**src/rtl/tick_sequencer_if.sv**
```systemverilog
// rtl/tick_sequencer_if.sv - shared map-lookup port between VGA engine, sequencer and map storage
// The sequencer side (master) owns the muxed address; storage returns i_is_wall.
interface tick_sequencer_if;
   logic [5:0] i_vga_x;
   logic [5:0] i_vga_y;
   logic [5:0] o_map_x;
   logic [5:0] o_map_y;
   logic       i_is_wall;

   modport master (
      input  i_vga_x,
      input  i_vga_y,
      input  i_is_wall,
      output o_map_x,
      output o_map_y
   );

   modport slave (
      output i_vga_x,
      output i_vga_y,
      output i_is_wall,
      input  o_map_x,
      input  o_map_y
   );
endinterface

```
**src/rtl/tick_sequencer.sv**
```systemverilog
// rtl/tick_sequencer.sv - per-tick tank move check, conflict resolution and commit pulses
// Runs once every TICK_FRAMES frames at blanking start; borrows the map port only while VGA is idle.
module tick_sequencer #(
   parameter int         TICK_FRAMES = 4,
   parameter int         MAP_LAT     = 1,
   parameter int         MAP_W       = 40,
   parameter int         MAP_H       = 30,
   parameter logic [1:0] PLAY_STATE  = 2'd1
) (
   input  logic             clk,
   input  logic             rst_n,
   input  logic [1:0]       i_state,
   input  logic             i_busy,
   tick_sequencer_if.master map_bus,
   input  logic [5:0]       i_t1_x,
   input  logic [5:0]       i_t1_y,
   input  logic [5:0]       i_t2_x,
   input  logic [5:0]       i_t2_y,
   input  logic [2:0]       i_req_1,
   input  logic [2:0]       i_req_2,
   output logic             o_frame_1,
   output logic             o_frame_2,
   output logic             o_move_1,
   output logic             o_move_2,
   output logic [1:0]       o_dir_1,
   output logic [1:0]       o_dir_2,
   output logic             o_shell_step,
   output logic             o_seq_active
);

   localparam int             FCW    = (TICK_FRAMES > 1) ? $clog2(TICK_FRAMES) : 1;
   localparam logic [FCW-1:0] F_LAST = FCW'(TICK_FRAMES - 1);
   localparam logic [1:0]     L_LAST = 2'(MAP_LAT - 1);

   typedef enum logic [2:0] {
      S_IDLE, S_WAIT, S_Q1, S_R1, S_Q2, S_R2, S_COMMIT, S_SHELL
   } state_t;

   typedef struct packed {
      logic       ok;
      logic [5:0] x;
      logic [5:0] y;
   } cell_t;

   // Out-of-range moves report ok=0 and keep the current cell as the address.
   function automatic cell_t step_cell(input logic [5:0] x, input logic [5:0] y,
                                       input logic [1:0] dir);
      cell_t c;
      c.ok = 1'b1;
      c.x  = x;
      c.y  = y;
      case (dir)
         2'd0:    if (y == 6'd0) c.ok = 1'b0; else c.y = y - 6'd1;
         2'd1:    if (y >= 6'(MAP_H - 1)) c.ok = 1'b0; else c.y = y + 6'd1;
         2'd2:    if (x == 6'd0) c.ok = 1'b0; else c.x = x - 6'd1;
         default: if (x >= 6'(MAP_W - 1)) c.ok = 1'b0; else c.x = x + 6'd1;
      endcase
      return c;
   endfunction

   state_t         state_q, state_d;
   logic [FCW-1:0] frame_q, frame_d;
   logic [1:0]     lat_q, lat_d;
   logic           busy_q;
   logic [5:0]     t1x_q, t1x_d, t1y_q, t1y_d, t2x_q, t2x_d, t2y_q, t2y_d;
   logic [2:0]     req1_q, req1_d, req2_q, req2_d;
   logic           ok1_q, ok1_d, ok2_q, ok2_d;

   logic           busy_fall;
   logic           seq_act;
   logic [5:0]     seq_x, seq_y;
   logic           same_tgt, hit1, hit2;
   cell_t          tgt1, tgt2;

   assign busy_fall = busy_q & ~i_busy;
   assign tgt1      = step_cell(t1x_q, t1y_q, req1_q[1:0]);
   assign tgt2      = step_cell(t2x_q, t2y_q, req2_q[1:0]);

   assign same_tgt  = req1_q[2] & req2_q[2] & (tgt1.x == tgt2.x) & (tgt1.y == tgt2.y);
   assign hit1      = (tgt1.x == t2x_q) & (tgt1.y == t2y_q);
   assign hit2      = (tgt2.x == t1x_q) & (tgt2.y == t1y_q);

   always_ff @(posedge clk or negedge rst_n) begin
      if (!rst_n) begin
         state_q <= S_IDLE;
         frame_q <= '0;
         lat_q   <= 2'd0;
         busy_q  <= 1'b0;
         t1x_q   <= 6'd0;
         t1y_q   <= 6'd0;
         t2x_q   <= 6'd0;
         t2y_q   <= 6'd0;
         req1_q  <= 3'd0;
         req2_q  <= 3'd0;
         ok1_q   <= 1'b0;
         ok2_q   <= 1'b0;
      end else begin
         state_q <= state_d;
         frame_q <= frame_d;
         lat_q   <= lat_d;
         busy_q  <= i_busy;
         t1x_q   <= t1x_d;
         t1y_q   <= t1y_d;
         t2x_q   <= t2x_d;
         t2y_q   <= t2y_d;
         req1_q  <= req1_d;
         req2_q  <= req2_d;
         ok1_q   <= ok1_d;
         ok2_q   <= ok2_d;
      end
   end

   always_comb begin
      state_d      = state_q;
      frame_d      = frame_q;
      lat_d        = lat_q;
      t1x_d        = t1x_q;
      t1y_d        = t1y_q;
      t2x_d        = t2x_q;
      t2y_d        = t2y_q;
      req1_d       = req1_q;
      req2_d       = req2_q;
      ok1_d        = ok1_q;
      ok2_d        = ok2_q;
      seq_act      = 1'b0;
      seq_x        = tgt1.x;
      seq_y        = tgt1.y;
      o_frame_1    = 1'b0;
      o_frame_2    = 1'b0;
      o_move_1     = 1'b0;
      o_move_2     = 1'b0;
      o_dir_1      = 2'd0;
      o_dir_2      = 2'd0;
      o_shell_step = 1'b0;

      case (state_q)
         S_IDLE: begin
            frame_d = '0;
            state_d = S_WAIT;
         end
         S_WAIT: begin
            if (busy_fall) begin
               if (frame_q == F_LAST) begin
                  frame_d = '0;
                  lat_d   = 2'd0;
                  state_d = S_Q1;
                  t1x_d   = i_t1_x;
                  t1y_d   = i_t1_y;
                  t2x_d   = i_t2_x;
                  t2y_d   = i_t2_y;
                  req1_d  = i_req_1;
                  req2_d  = i_req_2;
               end else begin
                  frame_d = frame_q + 1'b1;
               end
            end
         end
         S_Q1: begin
            seq_act = 1'b1;
            lat_d   = lat_q + 2'd1;
            if (lat_q == L_LAST) begin
               lat_d   = 2'd0;
               state_d = S_R1;
            end
         end
         S_R1: begin
            seq_act = 1'b1;
            ok1_d   = req1_q[2] & tgt1.ok & ~map_bus.i_is_wall;
            state_d = S_Q2;
         end
         S_Q2: begin
            seq_act = 1'b1;
            seq_x   = tgt2.x;
            seq_y   = tgt2.y;
            lat_d   = lat_q + 2'd1;
            if (lat_q == L_LAST) begin
               lat_d   = 2'd0;
               state_d = S_R2;
            end
         end
         S_R2: begin
            seq_act = 1'b1;
            seq_x   = tgt2.x;
            seq_y   = tgt2.y;
            ok2_d   = req2_q[2] & tgt2.ok & ~map_bus.i_is_wall;
            state_d = S_COMMIT;
         end
         S_COMMIT: begin
            o_frame_1 = 1'b1;
            o_frame_2 = 1'b1;
            o_move_1  = ok1_q & ~same_tgt & ~hit1;
            o_move_2  = ok2_q & ~same_tgt & ~hit2;
            o_dir_1   = req1_q[2] ? req1_q[1:0] : 2'd0;
            o_dir_2   = req2_q[2] ? req2_q[1:0] : 2'd0;
            state_d   = S_SHELL;
         end
         default: begin
            o_shell_step = 1'b1;
            state_d      = S_WAIT;
         end
      endcase

      // VGA reclaiming the port mid-query: retry on the very next blanking.
      if (seq_act && i_busy) begin
         seq_act = 1'b0;
         lat_d   = 2'd0;
         frame_d = F_LAST;
         state_d = S_WAIT;
      end

      if (i_state != PLAY_STATE) begin
         frame_d = '0;
         state_d = S_IDLE;
      end
   end

   assign o_seq_active    = seq_act;
   assign map_bus.o_map_x = seq_act ? seq_x : map_bus.i_vga_x;
   assign map_bus.o_map_y = seq_act ? seq_y : map_bus.i_vga_y;

endmodule

```
**src/flat_wrapper.sv**
```systemverilog
// flat-port wrapper written by rule: the top's interface ports become plain ports
module tick_sequencer_flat 
#(
   parameter int         TICK_FRAMES = 4,
   parameter int         MAP_LAT     = 1,
   parameter int         MAP_W       = 40,
   parameter int         MAP_H       = 30,
   parameter logic [1:0] PLAY_STATE  = 2'd1
)
  (clk, rst_n, i_state, i_busy, i_t1_x, i_t1_y, i_t2_x, i_t2_y, i_req_1, i_req_2, o_frame_1, o_frame_2, o_move_1, o_move_2, o_dir_1, o_dir_2, o_shell_step, o_seq_active, map_bus_i_vga_x, map_bus_i_vga_y, map_bus_i_is_wall, map_bus_o_map_x, map_bus_o_map_y);
  tick_sequencer_if map_bus_i ();
  input  logic clk;
  input  logic rst_n;
  input  logic [1:0] i_state;
  input  logic i_busy;
  input  logic [5:0] i_t1_x;
  input  logic [5:0] i_t1_y;
  input  logic [5:0] i_t2_x;
  input  logic [5:0] i_t2_y;
  input  logic [2:0] i_req_1;
  input  logic [2:0] i_req_2;
  output logic o_frame_1;
  output logic o_frame_2;
  output logic o_move_1;
  output logic o_move_2;
  output logic [1:0] o_dir_1;
  output logic [1:0] o_dir_2;
  output logic o_shell_step;
  output logic o_seq_active;
  input wire logic [$bits(map_bus_i.i_vga_x)-1:0] map_bus_i_vga_x;
  input wire logic [$bits(map_bus_i.i_vga_y)-1:0] map_bus_i_vga_y;
  input wire logic [$bits(map_bus_i.i_is_wall)-1:0] map_bus_i_is_wall;
  output wire logic [$bits(map_bus_i.o_map_x)-1:0] map_bus_o_map_x;
  output wire logic [$bits(map_bus_i.o_map_y)-1:0] map_bus_o_map_y;
  assign map_bus_i.i_vga_x = map_bus_i_vga_x;
  assign map_bus_i.i_vga_y = map_bus_i_vga_y;
  assign map_bus_i.i_is_wall = map_bus_i_is_wall;
  assign map_bus_o_map_x = map_bus_i.o_map_x;
  assign map_bus_o_map_y = map_bus_i.o_map_y;
  tick_sequencer #(.TICK_FRAMES(TICK_FRAMES), .MAP_LAT(MAP_LAT), .MAP_W(MAP_W), .MAP_H(MAP_H), .PLAY_STATE(PLAY_STATE)) u_core (.clk(clk), .rst_n(rst_n), .i_state(i_state), .i_busy(i_busy), .map_bus(map_bus_i), .i_t1_x(i_t1_x), .i_t1_y(i_t1_y), .i_t2_x(i_t2_x), .i_t2_y(i_t2_y), .i_req_1(i_req_1), .i_req_2(i_req_2), .o_frame_1(o_frame_1), .o_frame_2(o_frame_2), .o_move_1(o_move_1), .o_move_2(o_move_2), .o_dir_1(o_dir_1), .o_dir_2(o_dir_2), .o_shell_step(o_shell_step), .o_seq_active(o_seq_active));
endmodule
```
**config.mk**
```make
export PLATFORM = sky130hd
export DESIGN_NAME = tick_sequencer_flat
export DESIGN_NICKNAME = d
export VERILOG_FILES = /design/src/rtl/tick_sequencer_if.sv /design/src/rtl/tick_sequencer.sv /design/src/flat_wrapper.sv
export SDC_FILE = /design/constraint.sdc
export NUM_CORES = 1
export LEC_CHECK = 0
export ABC_AREA = 1
export BUFFER_PORTS_ARGS = -buffer_cell sky130_fd_sc_hd__buf_2
export CELL_PAD_IN_SITES_DETAIL_PLACEMENT = 1
export CELL_PAD_IN_SITES_GLOBAL_PLACEMENT = 2
export CORE_ASPECT_RATIO = 1.2
export CORE_UTILIZATION = 27
export CTS_CLUSTER_SIZE = 14
export DETAILED_ROUTE_END_ITERATION = 12
export GPL_TIMING_DRIVEN = 0
export HOLD_SLACK_MARGIN = 0.03
export PLACE_DENSITY = 0.78
export SYNTH_ARGS = -nofsm -noshare
export SYNTH_HDL_FRONTEND = slang
export SYNTH_SLANG_ARGS = --single-unit
```
**constraint.sdc**
```tcl
create_clock -name clk -period 1.9 [get_ports clk]
set_input_delay 0.095 -clock clk [delete_from_list [all_inputs] [get_ports clk]]
set_output_delay 0.095 -clock clk [all_outputs]
set_load 0.01 [all_outputs]
```
### Word-level counts from Yosys, hierarchy flattened

Cells that the tools add are included.

| cells by class | value |
|---|---|
| divide/modulo/power cells | 0 |
| magnitude comparators | 4 |
| eq/ne operators | 24 |
| $mul | 0 |
| bitwise operators | 19 |
| reduce and logical (&&, ||, !) cells | 21 |
| shift-type cells | 0 |
| $add $sub $neg | 10 |
| muxes and demuxes | 53 |

Operators by type and width:

| operator | count |
|---|---|
| $mux 6 | 12 |
| $pmux 6 s2 | 4 |
| $eq 6x6->1 | 6 |
| $add 6x1->6 const B | 4 |
| $logic_not 6->1 | 4 |
| $mux 2 | 12 |
| $sub 6x1->6 const B | 4 |
| $mux 3 | 6 |
| $pmux 3 s6 | 1 |
| $ne 4x1->1 const B | 4 |
| $and 1x1->1 | 14 |
| $mux 1 | 14 |
| $ge 6x5->1 const B | 2 |
| $ge 6x6->1 const B | 2 |
| $eq 3x3->1 const B | 3 |
| $pmux 2 s2 | 2 |
| $reduce_or 2->1 | 4 |
| $reduce_or 7->1 | 1 |
| $eq 2x2->1 const B | 3 |
| $eq 3x2->1 const B | 2 |
| $logic_not 2->1 | 3 |
| $ne 3x1->1 const B | 2 |
| $pmux 1 s3 | 2 |
| $reduce_and 3->1 | 2 |
| 12 further kinds | 18 |

| storage, ports and cells | value |
|---|---|
| bits in read-only memories | 0 |
| bits in writable memories | 0 |
| flip-flop bits (word level) | 40 |
| memories kept | 0 |
| latch bits | 0 |
| word-level logic and storage cells | 143 |
| output and inout port bits | 22 |
| input port bits | 48 |

### Depth between registers and ports, before layout

Gate-level depths: netlist (run 1).

| logic depth | value |
|---|---|
| depth in word-level cells | 10 |
| gate-level depth with buffers | 18 |
| mapped depth without buffers | 18 |

### Worst setup path before layout (run 1)

OpenSTA, ideal clock, no wires.

| timing | value |
|---|---|
| kind | register to output |
| from | register u_core.t2y_q[0] |
| to | output port o_move_2 |
| slack | -0.129 ns |
| stages on the path, launching flop included | 15 |
| required time | 1.805 ns |
| arrival time | 1.934 ns |
| cell sequence | dfrtp_1 clkinv_1 ha_1 nand2_1 nand3_4 nand2_2 nand2_1 nand3_1 nand2_1 nand2_2 xor2_1 nor2_1 nand3_1 nand2_1 nor2_1 |

| between the ends | value |
|---|---|
| cells in the longest elaborated chain, start to end | 9 |
| elaborated cells between the ends (all ways) | 16 |

RTL lines:

| item | line | text |
|---|---|---|
| start, declared | tick_sequencer.sv:65 | `logic [5:0] t1x_q, t1x_d, t1y_q, t1y_d, t2x_q, t2x_d, t2y_q, t2y_d;` |
| start signal, assigned | tick_sequencer.sv:105 | `t2y_q <= t2y_d;` |
| $add 6x1->6, or another cell as far along | tick_sequencer.sv:54 | `2'd1: if (y >= 6'(MAP_H - 1)) c.ok = 1'b0; else c.y = y + 6'd1;` |
| $mux 6 (on tied branches) | tick_sequencer.sv:54, tick_sequencer.sv:53 |  |
| $pmux 6 s2 * | tick_sequencer.sv:52 | `case (dir)` |
| $eq 6x6->1 | tick_sequencer.sv:79 | `assign same_tgt = req1_q[2] & req2_q[2] & (tgt1.x == tgt2.x) & (tgt1.y == tgt2.y);` |
| $and 1x1->1 | tick_sequencer.sv:79 |  |
| $not 1->1 | tick_sequencer.sv:192 | `o_move_2 = ok2_q & ~same_tgt & ~hit2;` |
| $and 1x1->1 | tick_sequencer.sv:192 |  |
| $and 1x1->1 * | tick_sequencer.sv:192 |  |
| $mux 1 * | tick_sequencer.sv:136 | `case (state_q)` |
| end, declared | flat_wrapper.sv:25 | `output logic o_move_2;` |

Mark *: on every way between the ends. The rest lies on a longest branch, timed or not.

### Worst setup path in the final report (run 1)

| timing | value |
|---|---|
| from | register u_core.t2x_q[1] |
| to | output port o_move_2 |

| between the ends | value |
|---|---|
| cells in the longest elaborated chain, start to end | 10 |
| elaborated cells between the ends (all ways) | 17 |

RTL lines:

| item | line | text |
|---|---|---|
| start, declared | tick_sequencer.sv:65 |  |
| start signal, assigned | tick_sequencer.sv:104 | `t2x_q <= t2x_d;` |
| $add 6x1->6, or another cell as far along | tick_sequencer.sv:56 | `default: if (x >= 6'(MAP_W - 1)) c.ok = 1'b0; else c.x = x + 6'd1;` |
| $mux 6 (on tied branches) | tick_sequencer.sv:56, tick_sequencer.sv:55 |  |
| $pmux 6 s2 * | tick_sequencer.sv:52 |  |
| $eq 6x6->1 | tick_sequencer.sv:79 |  |
| $and 1x1->1 (2 in series) | tick_sequencer.sv:79 |  |
| $not 1->1 | tick_sequencer.sv:192 |  |
| $and 1x1->1 | tick_sequencer.sv:192 |  |
| $and 1x1->1 * | tick_sequencer.sv:192 |  |
| $mux 1 * | tick_sequencer.sv:136 |  |

Marked as above.

==> results of run 1 <==
## synthesized netlist by cell type (all sizes together)
cell type  number
dfrtp          40
ha             19
clkinv          3
clkbuf          7
o21a            1
xnor2           4
o22ai           2
nor2          102
nand4          15
o21ai          67
a21oi          31
o32ai           1
xor2            6
a2111oi         1
inv            90
buf            13
o211ai          1
nor3            7
o31ai           1
nand2         271
nand3          88
a21boi          1
o21bai          3
a31oi           2
nand3b          1
## what timing repair did
action                     4_1_cts  5_1_grt
pin swaps                       57       43
setup endpoints to repair       53       53
resized for setup              199       83
buffers inserted                54       18
hold endpoints to repair        66        0
hold buffers                    27        0
gates cloned                     1        0
## state kept, by name, summed over array words and instances, names as in the netlist, 3 cells and up
signal	count
u_core.t1x_q	6
u_core.req2_q	3
u_core.t1y_q	6
u_core.req1_q	3
u_core.t2y_q	6
u_core.t2x_q	6
u_core.state_q	3
## logic make-up (layout without fill, tap and decap cells)
logic type / after synthesis / after routing
flip-flops: 40 / 40
buffers and inverters: 113 / 286
adder cells (fa/ha/maj): 19 / 19
AO/OA/AOI/OAI: 111 / 111
AND/OR/NAND/NOR: 484 / 484
XOR/XNOR: 10 / 10
## final cells by class
| type | instances | share of cell area [%] |
|---|---|---|
| buffer | 20 | 2.163 |
| clock buffer | 7 | 2.163 |
| clock inverter | 1 | 0.4255 |
| inverter | 93 | 5.727 |
| multi-input combinational | 624 | 53.81 |
| sequential | 40 | 14.41 |
| tap | 212 | 3.759 |
| timing repair buffer | 165 | 17.54 |
## routing by layer
layer	vias to the layer above	GRT usage, %	wire, um
met4	0	8.707	562
li1	2831	-	-
met3	29	2.879	573
met2	104	44.89	10620
met1	2750	27.78	8639
met5	-	0	0
## power breakdown
part | internal [mW] | switching [mW] | total [mW] | leakage [nW]
clock network | 0.694 | 0.418 | 1.11 | 0.0901
logic | 0.455 | 0.564 | 1.02 | 3.02
registers | 0.890 | 0.0316 | 0.922 | 0.387
## cell usage in the layout (no fill, tap or decap), types with 3 or more instances in the layout
master         Yosys  routed
nand2_1          251     203
buf_2              3      70
nand3_1           80      67
buf_4              8      62
nor2_1            86      59
inv_1             72      51
nand2_2           18      50
o21ai_0           64      39
dlygate4sd3_1      0      27
dfrtp_1           40      27
inv_2             18      25
nor2_2            12      23
a21oi_1           30      22
nor2_4             4      20
nand3_2            7      17
o21ai_1            2      16
buf_6              2      15
nand2_4            2      14
nand4_1           14      14
inv_4              0      13
dfrtp_2            0      13
o21ai_2            1      12
ha_1              19       9
a21oi_2            1       8
ha_4               0       8
xor2_1             6       5
nor3_1             7       5
clkbuf_16          0       5
nand2_8            0       4
nand3_4            1       4
xnor2_1            4       3
clkbuf_4           0       3
clkbuf_2           0       3
## path summary, 6_finish.rpt
check / to / slack, ns / start
worst max-delay path: o_move_2 / -0.63 / u_core.t2x_q[1]$_DFFE_PN0P_
min in group asynchronous: u_core.t2x_q[4]$_DFFE_PN0P_ / 0.48 / rst_n
worst min-delay path: u_core.t1x_q[4]$_DFFE_PN0P_ / 0.03 / i_t1_x[4]
worst max register to register: u_core.frame_q[0]$_DFFE_PN0P_ / -0.16 / u_core.state_q[0]$_DFFE_PN0P_
worst min register to register: u_core.ok1_q$_DFFE_PN0P_ / 0.49 / u_core.ok1_q$_DFFE_PN0P_
max in group asynchronous: u_core.t2y_q[1]$_DFFE_PN0P_ / 0.72 / rst_n
## through the flow
stage                     hold slack, ns  util (%)  instance area (sq um)
after global routing             0.05558     43.20                   7057
after floorplan                  -0.2006         -                   4576
final                            0.02781     43.20                   7057
after global placement            0.3013     31.75                   5186
after detailed placement          0.3033     31.75                   5186
after CTS                        0.03432     40.89                   6679
## critical path: cells and delay by family, from the launching register on
family                   cells  cell delay [ns]
flip-flops                   1             0.43
adder cells (fa/ha/maj)      1             0.15
AND/OR/NAND/NOR             15             1.25
buffers and inverters        2             0.28
==> summary.txt, run 1 <==
Logic synthesis
  – Largest family of logic cells by synthesized area: simple AND/OR/NAND/NOR gates
  – Yosys top cell area share: between 20% and 30%
  – Mapped cell area: 4552 sq um
  – Post-Synth XOR/XNOR Area: under 10%
  – Yosys warning count: 0
  – Area share of fa/ha/maj cells after synthesis: between 5 and 6%
  – Multiplexer share of the synthesized area: 0%
  – Compound-cell area share of the yosys netlist: between 10% and 20%
  – Avg Cell Area, Syn: a little under 6 sq um
  – Leading area contributor after synthesis: dfrtp_1
  – Simple-Gate Fraction of Synth Area: 47.25%
  – Sequential fraction of the synthesis area: between 20 and 25%
  – Synth Register Bits: 40
  – Syn nets: 844
  – Top post-synthesis cells by area: dfrtp_1, nand2_1, nand3_1, nor2_1, o21ai_0
  – Synth cell types: 39
  – Syn Inst Count: 777

Timing
  – Setup TNS: -6.517 ns
  – Final setup viols: 20
  – Clock skew: 0.01028 ns
  – Final Max Slew Viols: 0
  – Final WS setup: -0.6318 ns
  – Minimum clock period: ~2.5 ns
  – Final hold violation count: 0
  – Fin crit share: 133.3%
  – Slew headroom: roughly a third
  – Worst Tran Pin Value: 0.9886 ns
  – RSZ-0062 raised after global routing: true
  – Max Freq: 0.3950 GHz

Worst setup path
  – Worst Setup Start Kind: register
  – R2R depth: 14
  – Max FO, Critical Path: 6
  – Slowest CP cell: dfrtp_2
  – CP Class: reg -> out
  – CP arrival: 2.44 ns
  – CP most frequent cell: nand2_1
  – Worst EP required: 1.80 ns
  – Crit. End Element: output pin
  – Crit-path cells: buf_6, ha_4, nand2_4, nand2_4, nand2_8, nand2_4, nand2_1, nand2_1, nand2_1, nand2_1, nand2_1, nor2_1, nand2_1, nor2_1, nand3_1, nor2_2, nor2_2, buf_2
  – Max incr delay on CP: 0.43 ns

Worst hold path
  – Hold Path Stages: 3
  – Hold WC Path Type: in -> reg

Route
  – First DRT Iteration DRCs: 250
  – Final ANT Viol Nets: 0
  – Post-DR wirelength/cell: ~18 um
  – Routed wire length: 20.40 mm
  – # DRC: 0
  – Vias per std cell: between 4 and 5
  – Routed vias: 5714
  – DRT Pass-1 Iters: 4

Clock tree
  – Cts bufs inserted: 5
  – CTS Buffer Depth: 2
  – Root Buffer: clkbuf_16
  – Clk pin slew, worst setup/hold paths: 0.07 ns
  – Htree depth: 2
  – Clk_lat worst skew: 0.31 ns
  – Sink Count: 40
  – CTS tree: done

Floorplan
  – I/O pin cnt: 70
  – Die Width: 120.5 um
  – Full die area: 17380 sq um
  – Initial Utilization: 27.86%
  – Chip height: around 140 um
  – Core Region: about 16000 sq um
  – Cell Rows: 51

Outcome
  – Failing checks: negative setup slack
  – Outcome: complete, but fails checks

Layout
  – Post-route insts no fill: around 1200
  – Layout cell share with drive strength beyond 1: 41.26%
  – Area occupied by multi-input gates: 3797 sq um
  – Fill count: 2150
  – Nets: roughly 1000
  – Area Overhead vs Synth: 55.03%
  – Register Area: 1017 sq um
  – Antenna diodes: 0

Pwr
  – Highest ir drop seen on vdd: about 0.00036 V
  – Power Density: approximately 430 nW/um^2
  – Total Power Consumption: 3.053 mW
  – Pleak: around 3.5 nW

Global route
  – First-pass GRT wire length: 31.86 mm
  – Vias in the first global route: 6062
  – Initial antenna violation count: 0
  – Total Routing Usage GR: 23.97%
  – Pin count of the biggest net entering global routing: 41
  – Overflow after GRT: 0

Place
  – Placed Cells: 1058
  – Hpwl dp: around 14 mm
  – Port Buffers: 69
  – Routability Congestion: 0.8789
  – Pre-CTS setup slack: -0.6693 ns

Run
  – Max-cap viol count: 0
Power figures use the tool's default switching activity.
==> inputs of run 2 (changes only) <==
--- a/config.mk
+++ b/config.mk
@@ -16,6 +16,7 @@
 export GPL_TIMING_DRIVEN = 0
 export HOLD_SLACK_MARGIN = 0.03
 export PLACE_DENSITY = 0.78
+export REMOVE_ABC_BUFFERS = 1
 export SYNTH_ARGS = -nofsm -noshare
 export SYNTH_HDL_FRONTEND = slang
 export SYNTH_SLANG_ARGS = --single-unit
==> summary.txt, run 2 (synthesized netlist as in run 1, its figures left out) <==
Outcome
  – Outcome: complete, but fails checks
  – Failing checks: negative setup slack

Route
  – WL met3: 483 um (-16%)
  – Routed vias: 5617 (-1.7%)
  – Routed wire length: 19.13 mm (-6.2%)
  – Routed wl met2: 10.31 mm (-3.0%)
  – # DRC: 0 (unchanged)
  – Post-DR wirelength/cell: 16.53 um (-5.8%)
  – Vias per std cell: 4.855 (-1.3%)
  – Final ANT Viol Nets: 0 (unchanged)
  – Top Metal Used: met4
  – First DRT Iteration DRCs: 207 (-17%)
  – Routed length on met1: 8.114 mm (-6.1%)
  – DRT Pass-1 Iters: 4 (unchanged)

Pwr
  – Highest ir drop seen on vdd: 0.0003623 V (-0.25%)
  – Seq pwr share: 32.7% (+2.5 points)
  – Clk pwr share: 33.2% (-3.2 points)
  – Pleak: 3.402 nW (-2.7%)
  – Pint: 1.844 mW (-9.6%)
  – Combinational share of power: 34.1% (+0.7 points)
  – Power Density: 400.6 nW/um^2 (-7.4%)
  – Total Power Consumption: 2.835 mW (-7.1%)
  – Switching share of power: 34.95% (+1.7 points)
  – Sw Pwr: 0.9908 mW (-2.3%)

Worst hold path
  – Hold WC Path Type: in -> reg

Floorplan
  – Die Width: 120.5 um (unchanged)
  – Chip height: 144.2 um (unchanged)
  – Initial Utilization: 27.86% (unchanged)
  – I/O pin cnt: 70 (unchanged)
  – Full die area: 17380 sq um (unchanged)
  – Core Region: 16340 sq um (unchanged)
  – Cell Rows: 51 (unchanged)

Worst setup path
  – Crit. End Element: output pin
  – Worst EP required: 1.80 ns (about the same)
  – Worst Setup Start Kind: register
  – CP arrival: 2.34 ns (-0.10 ns)
  – CP Class: reg -> out
  – Max FO, Critical Path: 7 (+1)

Place
  – Hpwl dp: 13.23 mm (-7.9%)
  – Placed standard-cell area: 5066 sq um (-2.3%)
  – Port Buffers: 69 (unchanged)
  – Routability Congestion: 0.8207 (-6.6%)

Timing
  – Fin crit share: 128.4% (-4.9 points)
  – Final WS setup: -0.5387 ns (+0.09306 ns)
  – Slew headroom: 30.12% (-4.0 points)
  – Minimum clock period: 2.439 ns (-0.09306 ns)
  – Worst Hold Slack: 0.03203 ns (+0.004217 ns)
  – Max Freq: 0.4101 GHz (+3.8%)
  – Final Max Slew Viols: 0 (unchanged)
  – Worst Tran Pin Value: 1.048 ns (+0.05951 ns)
  – Final setup viols: 21 (+5.0%)
  – Clock skew: 0.007702 ns (-0.002580 ns)
  – Final hold violation count: 0 (unchanged)
  – RSZ-0062 raised after global routing: true

Clock tree
  – Clk_lat worst skew: 0.30 ns (about the same)
  – Clk pin slew, worst setup/hold paths: 0.07 ns (about the same)
  – Cts bufs inserted: 5 (unchanged)
  – CTS Buffer Depth: 2 (unchanged)
  – Htree depth: 2 (unchanged)
  – Sink Count: 40 (unchanged)
  – Root Buffer: clkbuf_16
  – CTS tree: done

Global route
  – Initial antenna violation count: 0 (unchanged)
  – Total Routing Usage GR: 21.75% (-2.2 points)
  – Overflow after GRT: 0 (unchanged)
  – Vias in the first global route: 5535 (-8.7%)
  – First-pass GRT wire length: 29.12 mm (-8.6%)
  – Pin count of the biggest net entering global routing: 41 (unchanged)

Layout
  – Final Instance Area: 7077 sq um (+0.28%)
  – Layout cell share with drive strength beyond 1: 42.54% (+1.3 points)
  – Nets: 1011 (-0.49%)
  – Commonest non-fill, non-tap cell in the layout: nand2_1
  – Area Overhead vs Synth: 55.47%
  – Fill count: 2104 (-2.1%)
  – Commonest non-fill, non-tap cells in the layout: nand2_1, buf_2, nand3_1, buf_4, nor2_1
  – Antenna diodes: 0 (unchanged)

Run
  – Max-cap viol count: 0 (unchanged)
run 2: changes by cell type in the layout (fill, tap and decap cells not counted), moves of 6 or more:
cell and change:
nand2_4 +6, o21ai_2 -6, buf_6 -6, nor2_2 +6, dfrtp_1 -11, dfrtp_2 +11, inv_2 +6, o21ai_1 +7
run 2: per-stage QoR:
stage | instances | setup TNS, ns | setup slack (ns) | utilization (%)
6_report | 1157 | -5.383 | -0.5387 | 43.32
5_1_grt | 1157 | -8.035 | -0.6988 | 43.32
4_1_cts | 1133 | -4.449 | -0.5197 | 39.91
3_5_place_dp | 1039 | -13.92 | -0.9552 | 31.01
3_3_place_gp | 1038 | -77.62 | -2.266 | 30.84
2_1_floorplan | 757 | -25.03 | -0.8184 | -
run 2: power groups by stage:
stage          Clock [mW]  Sequential, mW  Combinational [mW]
2_1_floorplan           0           0.928               0.366
3_3_place_gp            0           0.937               0.583
3_5_place_dp            0           0.938               0.589
4_1_cts             0.957           0.924               0.838
5_1_grt             0.986           0.933                1.06
6_report            0.941           0.928               0.965
run 2: layout make-up:
cell class	instances	area [sq um]	share of cell area, %
clock buffers	6	138.9	1.963
clock inverters	2	15.01	0.2122
inverters	93	405.4	5.728
multi-input cells	625	3875	54.76
flip-flops and latches	40	1031	14.57
well taps	212	265.3	3.748
repair buffers	178	1330	18.79
repair inverters	1	16.27	0.2298
run 2: worst paths after layout:
path	cells past startpoint	to	slack, ns	start
worst max-delay path	16	o_move_2	-0.54	u_core.t2x_q[1]$_DFFE_PN0P_
worst min-delay path	3	u_core.t1y_q[1]$_DFFE_PN0P_	0.03	i_t1_y[1]
worst max register to register	15	u_core.state_q[0]$_DFFE_PN0P_	-0.16	u_core.state_q[0]$_DFFE_PN0P_
worst min register to register	2	u_core.ok1_q$_DFFE_PN0P_	0.48	u_core.ok1_q$_DFFE_PN0P_
max in group asynchronous	2	u_core.t2y_q[1]$_DFFE_PN0P_	0.65	rst_n
min in group asynchronous	2	u_core.t1x_q[4]$_DFFE_PN0P_	0.53	rst_n
run 2: worst max-delay path, cell delays in order, from the launching register on:
cell and delay, ns:
dfrtp_2 0.45, inv_4 0.07, ha_4 0.16, nand3_4 0.11
nand2_8 0.09, buf_4 0.16, nand3_1 0.11, nand2_1 0.10
nand2_1 0.10, nand2_2 0.07, nor2_2 0.10, nand2_1 0.05
nor2_1 0.09, nand3_1 0.08, nor2_1 0.11, nor2_2 0.06
buf_2 0.13
run 2: per-layer routing:
metal,track usage (%),vias to the layer above
met1,26.37,2709
li1,-,2826
met5,0,-
met2,40.50,67
met3,2.721,15
met4,5.068,0
run 2: what timing repair did:
action | in CTS | in global routing
setup buffers | 52 | 24
cloned | 3 | 0
resized for setup | 177 | 115
pin swaps | 31 | 52
setup endpoints to repair | 42 | 51
hold buffers | 31 | 1
hold endpoints to repair | 62 | 1
